--- src/rtl/alu_pkg.sv ---
// Shared ALU types and defaults: subtractor FSM states and digit-serial sizing.
package alu_pkg;

  typedef enum logic [1:0] {IDLE, CALC, DONE} sub_state_t;

  localparam int SUB_WIDTH = 32;
  localparam int SUB_DIGIT = 4;

  // Digit counter width; a single-digit datapath still needs one bit.
  function automatic int cnt_w(input int n);
    return (n > 1) ? $clog2(n) : 1;
  endfunction

endpackage

--- src/rtl/sub_digit.sv ---
// Combinational DIGIT-bit ripple adder slice used by the serial subtractor.
module sub_digit #(
  parameter int DIGIT = 4
) (
  input  logic [DIGIT-1:0] a,
  input  logic [DIGIT-1:0] nb,
  input  logic             cin,
  output logic [DIGIT-1:0] sum,
  output logic             cout
);

  logic [DIGIT:0] c;

  assign c[0] = cin;

  for (genvar i = 0; i < DIGIT; i++) begin : g_fa
    assign sum[i]  = a[i] ^ nb[i] ^ c[i];
    assign c[i+1]  = (a[i] & nb[i]) | (c[i] & (a[i] ^ nb[i]));
  end

  assign cout = c[DIGIT];

endmodule

--- src/rtl/sub_serial.sv ---
// Digit-serial subtractor: a - b computed as a + ~b + 1, one DIGIT slice per cycle,
// with valid/ready handshakes on both the operand and the result side.
module sub_serial
  import alu_pkg::*;
#(
  parameter int WIDTH = SUB_WIDTH,
  parameter int DIGIT = SUB_DIGIT
) (
  input  logic             clk,
  input  logic             rst,
  input  logic             in_valid,
  output logic             in_ready,
  input  logic [WIDTH-1:0] a,
  input  logic [WIDTH-1:0] b,
  output logic             out_valid,
  input  logic             out_ready,
  output logic [WIDTH-1:0] diff,
  output logic             borrow,
  output logic             overflow
);

  localparam int N  = WIDTH / DIGIT;
  localparam int CW = cnt_w(N);
  localparam int IW = (WIDTH > 1) ? $clog2(WIDTH) : 1;
  localparam logic [CW-1:0] LAST = CW'(N - 1);

  sub_state_t state, nxt;

  logic [WIDTH-1:0] a_r, nb_r, diff_r;
  logic [CW-1:0]    cnt;
  logic             carry, borrow_r, ovf_r;
  logic [IW-1:0]    base;
  logic [DIGIT-1:0] dg_a, dg_nb, dg_sum;
  logic             dg_cout;

  // DIGIT is a power of two, so the slice offset is a shift of the counter.
  assign base  = IW'(cnt) << $clog2(DIGIT);
  assign dg_a  = a_r[base +: DIGIT];
  assign dg_nb = nb_r[base +: DIGIT];

  sub_digit #(.DIGIT(DIGIT)) u_dig (
    .a    (dg_a),
    .nb   (dg_nb),
    .cin  (carry),
    .sum  (dg_sum),
    .cout (dg_cout)
  );

  always_ff @(posedge clk) begin
    if (rst) state <= IDLE;
    else     state <= nxt;
  end

  always_comb begin
    nxt       = state;
    in_ready  = 1'b0;
    out_valid = 1'b0;
    case (state)
      IDLE: begin
        in_ready = 1'b1;
        if (in_valid) nxt = CALC;
      end
      CALC: if (cnt == LAST) nxt = DONE;
      DONE: begin
        out_valid = 1'b1;
        if (out_ready) nxt = IDLE;
      end
      default: nxt = IDLE;
    endcase
  end

  always_ff @(posedge clk) begin
    if (rst) begin
      a_r      <= '0;
      nb_r     <= '0;
      cnt      <= '0;
      carry    <= 1'b0;
      diff_r   <= '0;
      borrow_r <= 1'b0;
      ovf_r    <= 1'b0;
    end else begin
      case (state)
        IDLE: if (in_valid) begin
          a_r    <= a;
          nb_r   <= ~b;
          carry  <= 1'b1;
          cnt    <= '0;
          diff_r <= '0;
        end
        CALC: begin
          diff_r[base +: DIGIT] <= dg_sum;
          carry                 <= dg_cout;
          if (cnt == LAST) begin
            // Final slice carries the sign bits; counter parks here until next accept.
            borrow_r <= ~dg_cout;
            ovf_r    <= (a_r[WIDTH-1] ^ ~nb_r[WIDTH-1]) & (dg_sum[DIGIT-1] ^ a_r[WIDTH-1]);
          end else begin
            cnt <= cnt + CW'(1);
          end
        end
        default: ;
      endcase
    end
  end

  assign diff     = diff_r;
  assign borrow   = borrow_r;
  assign overflow = ovf_r;

endmodule

--- config.mk ---
export PLATFORM = sky130hd
export DESIGN_NAME = sub_serial
export DESIGN_NICKNAME = d
export VERILOG_FILES = /design/src/rtl/alu_pkg.sv /design/src/rtl/sub_digit.sv /design/src/rtl/sub_serial.sv
export SDC_FILE = /design/constraint.sdc
export NUM_CORES = 1
export LEC_CHECK = 0
export BUFFER_PORTS_ARGS = -buffer_cell sky130_fd_sc_hd__buf_2
export CAP_MARGIN = 40
export CORE_MARGIN = 2
export CORE_UTILIZATION = 30
export CTS_BUF_LIST = sky130_fd_sc_hd__clkbuf_8
export CTS_CLUSTER_SIZE = 20
export DETAILED_ROUTE_END_ITERATION = 12
export GPL_TIMING_DRIVEN = 0
export MAX_ROUTING_LAYER = met4
export PLACE_DENSITY = 0.47
export SYNTH_ARGS = -nofsm -noshare
export SYNTH_HDL_FRONTEND = slang
export SYNTH_SLANG_ARGS = --single-unit
--- constraint.sdc ---
create_clock -name clk -period 4.2 [get_ports clk]
set_input_delay 1.26 -clock clk [delete_from_list [all_inputs] [get_ports clk]]
set_output_delay 1.26 -clock clk [all_outputs]
set_load 0.01 [all_outputs]
==> results.md, run 1 <==
* Chip width at 126.8 um
* IO Pins at 104
* Antenna viol nets, final at 0
* Synth Area in Compound Gates at 16.73%
* Synth Area in Simple Gates at between 10% and 20%
* Leading cell types in the layout, fill and taps excluded: buf_2, dfxtp_1, nand2_1
* Metal-1 WL at 6.053 mm
* Core Region at 14,640 um^2
* Drt drc at 0
* Fmax at 252.9 MHz
* DR vias/cell at 5.056
* Number of setup buffers added after CTS at 0
* Highest routed layer: met4
* Critical path, cell by cell: buf_2 > buf_2 > mux4_2 > mux2i_1 > fa_1 > inv_1 > fa_1 > inv_1 > fa_1 > fa_1 > nor2_4 > and4_1 > a31o_2
* Clock sink count at 104
* Outcome: finished, final reports clean
* Die area at about 16,000 um^2
* Layout Nets at about 650
* Fin crit period at 3.954 ns
* Synth area leaders: dfxtp_1, mux4_2, nand2_1, a211oi_1, a21oi_1
* Post-synth top flop: dfxtp_1
* P per Cell Area at 371.7 nW/um^2
* CP endpoint kind: register
* DIE HEIGHT at 126.8 um
* WP data arrival at 4.24 ns
* Worst path buffer plus inverter count at 4
* Slowest cell on crit path: fa_1
* Port bufs at roughly 100
* Final clock skew at 0.01107 ns
* Synth area leader: dfxtp_1
* DR iter-0 viols at 214
* Switching Share at ~28%
* Initial antenna violation count at 0
* Yosys reg bits at 104
* Synthesized Nets at 540
* Post-synth EDFFs at 0
* Worst-Skew Late Latency at 0.38 ns
* VDD IR max at 0.0001914 V
* Cells after Synth at 462
* CP top delay family: adder cells
* Most common cell after layout, fill and taps aside: buf_2
* First-pass GRT wire length at 20.91 mm
* Worst Hold Class: register to register
* Share of layout cells above drive strength 1 at 29.83%
* Longest Clk Path Bufs at 2
* Ant. Diodes at 0
* XOR/XNOR share of the synthesized area at 0%
* Placed Cells at 748
* Final std cells w/o fill at about 760
* CP max stage delay at 0.68 ns
* Post-DP HPWL at 9.667 mm
* Largest family of logic cells by synthesized area: simple AND/OR/NAND/NOR gates
* Drt pass-1 iters at 4
* Vias in the first global route at 3,993
* Netlist cell types at 41
* Num CTS Buffers at 9
* Period utilization at 94.15%
* Worst setup SP type: register
* RePlAce Congestion at slightly above 0.8
* Fin. Hold Viols at 0
* Gr usage total at 17.11%
* Worst slew margin at 58.39%
* Crit Path Max Fanout at 10
* Final WL at 12.74 mm
* WS Path Type: register to register
* RSZ-0062 raised after global routing: no
* CP most frequent cell: fa_1
* Mux cell area share after synthesis at 10.29%
* Detail Route met3 WL at approximately 600 um
* Syn avg cell area at 9.793 um^2
* Final Setup Violations at 0
* Max-Cap Viols at 0
* Htree depth at 3
* Grt total ovfl at 0
* Ys Warns at 0
* Final hold slack at 0.4590 ns
* Async SR Flop Fraction at 0%
* Area Growth Syn to Fin at 21.07%
* Sequential element share of the synthesized area at 46.02%
* DR vias at 3,863
* Met2 wire length at about 6 mm
* Clock power frac at 32.0%
* Pins over their slew limit at 0
* TritonCTS clock tree: done
* Cell Rows at 44
* Critical path data required time at 4.49 ns
* Total power at 2.036 mW
* Logic pwr share at between 15 and 20%
* Worst Tran Pin Value at 0.6228 ns
* Initial Utilization at between 30% and 40%
* Largest net degree at the start of global routing at 18
* Psw at approximately 570 uW
* Adder-cell area share of the yosys netlist at 3.429%
* Sequential Power Share at 52.2%
* Netlist Area Pre-Place at 4524 um^2
* CTS Root Buffer Type: clkbuf_8
* LEAKAGE at roughly 2.2 nW
* Wire per inst at 16.67 um
* Clk pin slew, worst setup/hold paths at 0.10 ns
* P_int at ~1.5 mW
* Post-synth top area share at 46.02%
[synth_stat cells (all sizes together) (3+ instances only)]
cell	number
nand2	74
a211oi	32
dfxtp	104
nor3b	7
a31o	4
nand4b	8
mux2i	6
fa	4
nand3	9
nor3	4
o211ai	8
nor2b	3
a21oi	47
nor2	41
and4	4
mux2	4
or3b	3
mux4	16
ha	6
buf	26
inv	6
a32o	16
clkbuf	14
[cells by family after synthesis]
group,Yosys count
AO/OA/AOI/OAI,110
adder cells (fa/ha/maj),10
buffers and inverters,46
flip-flops,104
multiplexers,26
AND/OR/NAND/NOR,166
[power by group through the flow]
stage / clock network (mW) / logic [mW] / registers [mW]
3_5_place_dp: 0 / 0.323 / 1.09
5_1_grt: 0.713 / 0.360 / 1.07
3_3_place_gp: 0 / 0.318 / 1.08
6_report: 0.651 / 0.322 / 1.06
2_1_floorplan: 0 / 0.209 / 1.08
4_1_cts: 0.670 / 0.324 / 1.06
[repair_timing]
action	CTS	global route
hold buffers	0	0
endpoints found under the setup margin	1	1
resized for setup	1	1
gates cloned	0	0
[per-stage QoR]
| stage | setup slack, ns | utilization [%] | setup TNS, ns | instance area [um^2] |
|---|---|---|---|---|
| 3_3_place_gp | -0.02128 | 35.95 | -0.02128 | 5265 |
| 6_report | 0.2459 | 37.41 | 0 | 5478 |
| 3_5_place_dp | -0.03887 | 35.95 | -0.03887 | 5265 |
| 2_1_floorplan | 0.9135 | - | 0 | 4524 |
| 5_1_grt | 0.01400 | 37.41 | 0 | 5478 |
| 4_1_cts | 0.1237 | 37.37 | 0 | 5473 |
[worst register-to-register path, delay by kind of cell, from the launching register on]
kind            cells  cell delay (ns)
fa+ha+maj           4             1.62
compound gates      1             0.20
flops               1             0.45
simple gates        2             0.33
mux                 2             0.39
buf+inv             4             0.87
[layout make-up]
class                      instances  area (um^2)
sequential                       104         2082
clock buffer                      10        137.6
inverter                           6        22.52
clock inverter                     6        67.56
timing repair buffer             102        510.5
multi-input combinational        312         2218
buffer                            40        209.0
fill                            1553         9166
tap                              184        230.2
[path summary, 6_finish.rpt]
path,start,endpoint,slack (ns),cells after the start
setup reg to reg,cnt[1]$_SDFFE_PP0P_,diff[3]$_SDFFE_PP0P_,0.25,13
hold reg to reg,a_r[21]$_SDFFE_PP0P_,a_r[21]$_SDFFE_PP0P_,0.46,2
setup / recovery,cnt[1]$_SDFFE_PP0P_,diff[3]$_SDFFE_PP0P_,0.25,13
hold / removal,a_r[21]$_SDFFE_PP0P_,a_r[21]$_SDFFE_PP0P_,0.46,2
[per-layer routing]
metal	vias up	track usage (%)
met3	7	4.766
li1	1894	-
met5	-	-
met2	96	26.91
met1	1866	22.25
met4	0	3.361
[state kept, by name (all words and copies together), names as in the netlist]
signal,count
nb_r,32
carry,1
overflow,1
cnt,3
state,2
borrow,1
a_r,32
diff,32
(Power assumes the default switching activity.)
==> run 2, diff against run 1 <==
PLACE_DENSITY = 0.46   (was 0.47)
SYNTH_HIERARCHICAL = 1   (was unset)
==> results.md, run 2 <==
* Outcome: finished, final reports clean
* Leading cell types in the layout, fill and taps excluded: buf_2, dfxtp_1, nand2_1
* Worst Hold Class: register to register
* Grt total ovfl at 0 (unchanged)
* VDD IR max at 0.0001976 V (+3.2%)
* Worst Tran Pin Value at 0.7175 ns (+0.09472 ns)
* Max-Cap Viols at 0 (unchanged)
* Cell Rows at 45 (+2.3%)
* Synth area leaders: dfxtp_1, nand2_1, a211oi_1, a21oi_1, mux2i_1
* Fin crit period at 3.950 ns (-0.004110 ns)
* Area Growth Syn to Fin at 21.70%
* WP data arrival at 4.21 ns (-0.03 ns)
* Netlist cell types at 46 (+12%)
* Worst setup SP type: register
* Share of layout cells above drive strength 1 at 27.15% (-2.7 points)
* CP endpoint kind: register
* Post-synth top flop: dfxtp_1
* Logic pwr share at 17.1% (+1.3 points)
* LEAKAGE at 2.237 nW (about the same)
* Total power at 2.190 mW (+7.6%)
* Pins over their slew limit at 0 (unchanged)
* Flop2flop setup slack at 0.25 ns (about the same)
* Ys Warns at 6 (+6)
* Die area at 16,480 um^2 (+2.5%)
* Period utilization at 94.05% (-0.098 points)
* # fillers at 1,567 (+0.90%)
* WS Path Type: register to register
* Clock sink count at 104 (unchanged)
* Final WL at 13.27 mm (+4.2%)
* Netlist Area Pre-Place at 4642 um^2 (+2.6%)
* DR iter-0 viols at 152 (-29%)
* Async SR Flop Fraction at 0% (unchanged)
* Drt drc at 0 (unchanged)
* Psw at 610.5 uW (+7.0%)
* Htree depth at 3 (unchanged)
* Chip width at 128.4 um (+1.2%)
* Clock power frac at 34.4% (+2.4 points)
* Worst slew margin at 51.77% (-6.6 points)
* Post-synth EDFFs at 0 (unchanged)
* Initial Utilization at 30.65% (-0.25 points)
* IO Pins at 104 (unchanged)
* Drt pass-1 iters at 5 (+1)
* TritonCTS clock tree: done
* DIE HEIGHT at 128.4 um (+1.2%)
* Fmax at 253.2 MHz (+0.10%)
* Final clock skew at 0.007786 ns (-0.003288 ns)
* CTS Root Buffer Type: clkbuf_8
* Final Setup Violations at 0 (unchanged)
* Final Util at 37.30% (-0.11 points)
* Wire per inst at 16.99 um (+1.9%)
* Most common cell after layout, fill and taps aside: buf_2
* RePlAce Congestion at 0.7942 (-3.5%)
* Critical path data required time at 4.46 ns (-0.03 ns)
* Clk pin slew, worst setup/hold paths at 0.10 ns (about the same)
* Worst-Skew Late Latency at 0.39 ns (about the same)
* DR vias at 3,923 (+1.6%)
* Most numerous cell in the Yosys netlist: dfxtp_1
* P_int at 1.580 mW (+7.8%)
* Synth area leader: dfxtp_1
* Antenna viol nets, final at 0 (unchanged)
* Fin. Hold Viols at 0 (unchanged)
* Placement Setup Slack at 0.1424 ns (+0.1813 ns)
* Gr usage total at 17.14% (+0.035 points)
* Sequential Power Share at 48.5% (-3.7 points)
* Num CTS Buffers at 9 (unchanged)
* Syn avg cell area at 9.793 um^2 (about the same)
* Hold-fix buffers, CTS at 0 (unchanged)
* Synthesized Nets at 553 (+2.4%)
* First-pass GRT wire length at 21.05 mm (+0.63%)
* Layout Nets at 667 (+2.1%)
* Cts repair resizes at 0 (-1)
* Sequential element share of the synthesized area at 44.85% (-1.2 points)
* Ant. Diodes at 0 (unchanged)
* Switching Share at 27.87% (-0.15 points)
* Vias in the first global route at 3,927 (-1.7%)
* Post-DP HPWL at 10.14 mm (+4.9%)
* Post-synth top area share at 44.85% (-1.2 points)
* P per Cell Area at 387.7 nW/um^2 (+4.3%)
* Cells after Synth at 474 (+2.6%)
* Number of setup buffers added after CTS at 0 (unchanged)
* DR vias/cell at 5.023 (-0.66%)
* Longest Clk Path Bufs at 2 (unchanged)
* Commonest cells post-synth: dfxtp_1, nand2_1, nor2_1, a21oi_1, a211oi_1
* Largest net degree at the start of global routing at 18 (unchanged)
* Crit Path Max Fanout at 10 (unchanged)
* Port bufs at 103 (+0.98%)
* Core Region at 15,150 um^2 (+3.4%)
* Yosys reg bits at 104 (unchanged)
* Setup slack after layout at 0.2500 ns (+0.004110 ns)
* Setup_tns at 0 ns (unchanged)
* Initial antenna violation count at 0 (unchanged)
## run 2: power by group through the flow
stage	registers, mW	logic [mW]	clock network (mW)
6_report	1.06	0.375	0.753
5_1_grt	1.07	0.420	0.816
4_1_cts	1.06	0.378	0.779
3_5_place_dp	1.09	0.377	0
3_3_place_gp	1.08	0.369	0
2_1_floorplan	1.08	0.247	0
## run 2: metrics by stage
stage                     cells  hold WS (ns)  instance area, um^2
after global placement      765        0.4400                 5393
after floorplan             474        0.4331                 4642
after detailed placement    765        0.4445                 5393
after global routing        781        0.4823                 5649
final                       781        0.4593                 5649
after CTS                   781        0.4617                 5635
## run 2: per-layer routing
| metal | GRT usage, % | wire length (um) | vias up |
|---|---|---|---|
| met5 | - | 0 | - |
| met4 | 4.137 | 134 | 0 |
| met3 | 3.950 | 689 | 13 |
| met2 | 26.91 | 6108 | 118 |
| met1 | 22.48 | 6336 | 1855 |
| li1 | - | - | 1937 |
## run 2: cell type report
class                      count  area (um^2)  area share, %
multi-input combinational    318         2293          40.60
sequential                   104         2082          36.85
timing repair buffer         103        515.5          9.125
tap                          188        235.2          4.164
buffer                        37        224.0          3.965
clock buffer                   9        123.9          2.193
clock inverter                 7        118.9          2.104
inverter                      15        56.30         0.9967
## run 2: path summary, 6_finish.rpt
check                        from  depth (start not counted)                     to
max           cnt[1]$_SDFFE_PP0P_                         15  overflow$_SDFFE_PP0P_
min          a_r[20]$_SDFFE_PP0P_                          2   a_r[20]$_SDFFE_PP0P_
max reg2reg   cnt[1]$_SDFFE_PP0P_                         15  overflow$_SDFFE_PP0P_
min reg2reg  a_r[20]$_SDFFE_PP0P_                          2   a_r[20]$_SDFFE_PP0P_
## run 2: cells by family (layout without fill, tap and decap cells)
logic type | Yosys count | after routing | share of synthesized area [%]
AOI/OAI and AO/OA | 123 | 123 | 21.00
adders and majority gates | 11 | 11 | 3.612
buffers and inverters | 52 | 171 | 5.930
DFF | 104 | 104 | 44.85
muxes | 28 | 28 | 8.275
and+or+nand+nor | 156 | 156 | 16.33
## run 2: worst max-delay path, cell delays in order, from the launching register on
cell and delay [ns]:
dfxtp_1 0.49, buf_2 0.36, clkbuf_4 0.33, mux2i_1 0.30, a221oi_2 0.13, fa_1 0.46
inv_1 0.08, fa_1 0.16, inv_1 0.05, fa_1 0.36, inv_1 0.07, fa_1 0.40
inv_1 0.19, and3b_1 0.20, a21oi_1 0.11, a311oi_1 0.10
==> run 3, diff against run 2 <==
PLACE_DENSITY = 0.5   (was 0.46)
==> results.md, run 3 (synthesis results as in run 2) <==
* Placement Setup Slack at 0.1494 ns (+0.006990 ns)
* Initial Utilization at 30.65% (unchanged)
* Most common cell after layout, fill and taps aside: buf_2
* Die area at 16,480 um^2 (unchanged)
* LEAKAGE at 2.243 nW (+0.27%)
* Setup_tns at 0 ns (unchanged)
* Clk pin slew, worst setup/hold paths at 0.11 ns (about the same)
* Hold-fix buffers, CTS at 0 (unchanged)
* Core Region at 15,150 um^2 (unchanged)
* Worst-Skew Late Latency at 0.40 ns (about the same)
* Final hold slack at 0.4596 ns (+0.0002630 ns)
* Ant. Diodes at 0 (unchanged)
* Longest Clk Path Bufs at 2 (unchanged)
* Final instance area at 5657 um^2 (+0.13%)
* Final clock skew at 0.01075 ns (+0.002965 ns)
* Max-Cap Viols at 0 (unchanged)
* Number of setup buffers added after CTS at 0 (unchanged)
* Total power at 2.215 mW (+1.2%)
* Antenna viol nets, final at 0 (unchanged)
* Outcome: finished, final reports clean
* Period utilization at 96.03% (+2.0 points)
* Worst slew margin at 52.40% (+0.63 points)
* Initial antenna violation count at 0 (unchanged)
* Final Util at 37.35% (+0.050 points)
* Placed Cells at 765 (unchanged)
* VDD IR max at 0.0001472 V (-25%)
* Largest net degree at the start of global routing at 19 (+1)
* Crit Path Max Fanout at 10 (unchanged)
* Wire per inst at 17.01 um (about the same)
* Pins over their slew limit at 0 (unchanged)
* Placed cell areas at 5393 um^2 (unchanged)
* P per Cell Area at 391.6 nW/um^2 (+1.0%)
* CP endpoint kind: register
* Num CTS Buffers at 9 (unchanged)
* Layout Nets at 667 (unchanged)
* Setup slack after layout at 0.1669 ns (-0.08306 ns)
* Drt pass-1 iters at 4 (-1)
* DR vias at 3,884 (-0.99%)
* Share of layout cells above drive strength 1 at 27.15% (unchanged)
* First-pass GRT wire length at 20.86 mm (-0.89%)
* IO Pins at 104 (unchanged)
* Fin. Hold Viols at 0 (unchanged)
* FF+latch area at 2082 um^2 (unchanged)
* Cts repair resizes at 0 (unchanged)
* DIE HEIGHT at 128.4 um (unchanged)
* Htree depth at 3 (unchanged)
* Critical path data required time at 4.54 ns (+0.08 ns)
* Fmax at 247.9 MHz (-2.1%)
* WS Path Type: register to register
* DR iter-0 viols at 191 (+26%)
* Final Setup Violations at 0 (unchanged)
* Post-DP HPWL at 10.07 mm (-0.70%)
* Vias in the first global route at 3,974 (+1.2%)
* Cell Rows at 45 (unchanged)
* Worst Hold Class: register to register
* Clock sink count at 104 (unchanged)
* Leading cell types in the layout, fill and taps excluded: buf_2, dfxtp_1, nand2_1
* DR vias/cell at 4.973 (-0.99%)
* WP data arrival at 4.37 ns (+0.16 ns)
* Gr usage total at 17.14% (about the same)
* # fillers at 1,545 (-1.4%)
* Chip width at 128.4 um (unchanged)
* Drt drc at 0 (unchanged)
* CTS Root Buffer Type: clkbuf_8
* Port bufs at 103 (unchanged)
* TritonCTS clock tree: done
* Worst setup SP type: register
* Grt total ovfl at 0 (unchanged)
* RePlAce Congestion at 0.7856 (-1.1%)
* Multi-input logic area at 2293 um^2 (unchanged)
* Final std cells w/o fill at 781 (unchanged)
* Fin crit period at 4.033 ns (+0.08306 ns)
* Area Growth Syn to Fin at 21.86%
* Worst Tran Pin Value at 0.7082 ns (-0.009364 ns)
* Final WL at 13.28 mm (about the same)
[run 3: cell types whose count changed in the layout (fill, tap and decap cells not counted), sizes merged]
cell / previous run / this run
clkinvlp: 2 / 1
inv: 15 / 16
[run 3: path summary, 6_finish.rpt]
check             slack (ns)  cells past startpoint            startpoint              endpoint
hold / removal          0.46                      2  a_r[29]$_SDFFE_PP0P_  a_r[29]$_SDFFE_PP0P_
setup / recovery        0.17                     14   cnt[1]$_SDFFE_PP0P_  diff[7]$_SDFFE_PP0P_
hold reg to reg         0.46                      2  a_r[29]$_SDFFE_PP0P_  a_r[29]$_SDFFE_PP0P_
setup reg to reg        0.17                     14   cnt[1]$_SDFFE_PP0P_  diff[7]$_SDFFE_PP0P_
[run 3: power breakdown]
| group | switching [mW] | leakage [nW] | internal, mW |
|---|---|---|---|
| logic | 0.225 | 1.27 | 0.149 |
| clock network | 0.376 | 0.122 | 0.403 |
| registers | 0.0283 | 0.851 | 1.03 |
| total | 0.629 | 2.24 | 1.59 |
[run 3: area by class of cell]
cell class              instances  area share, %
plain buffers                  37          3.959
clock buffers                   9          2.190
clock inverters                 7          2.234
inverters                      15         0.9954
multi-input cells             318          40.54
flip-flops and latches        104          36.81
well taps                     188          4.158
repair buffers                103          9.113
[run 3: critical path, cell delays in order (launching register included)]
cell and delay (ns):
dfxtp_1 0.49, buf_2 0.35, clkbuf_4 0.33, mux2i_1 0.32
a221oi_2 0.15, fa_1 0.45, inv_1 0.09, fa_1 0.17
inv_1 0.05, fa_1 0.36, inv_1 0.08, fa_1 0.40
inv_1 0.19, nor2b_1 0.34, a22o_1 0.21
[run 3: per-layer routing]
layer	up-vias	wire, um	track usage, %
met5	-	0	-
met2	86	6470	28.97
li1	1936	-	-
met4	0	203	4.654
met3	12	596	4.283
met1	1850	6013	20.35
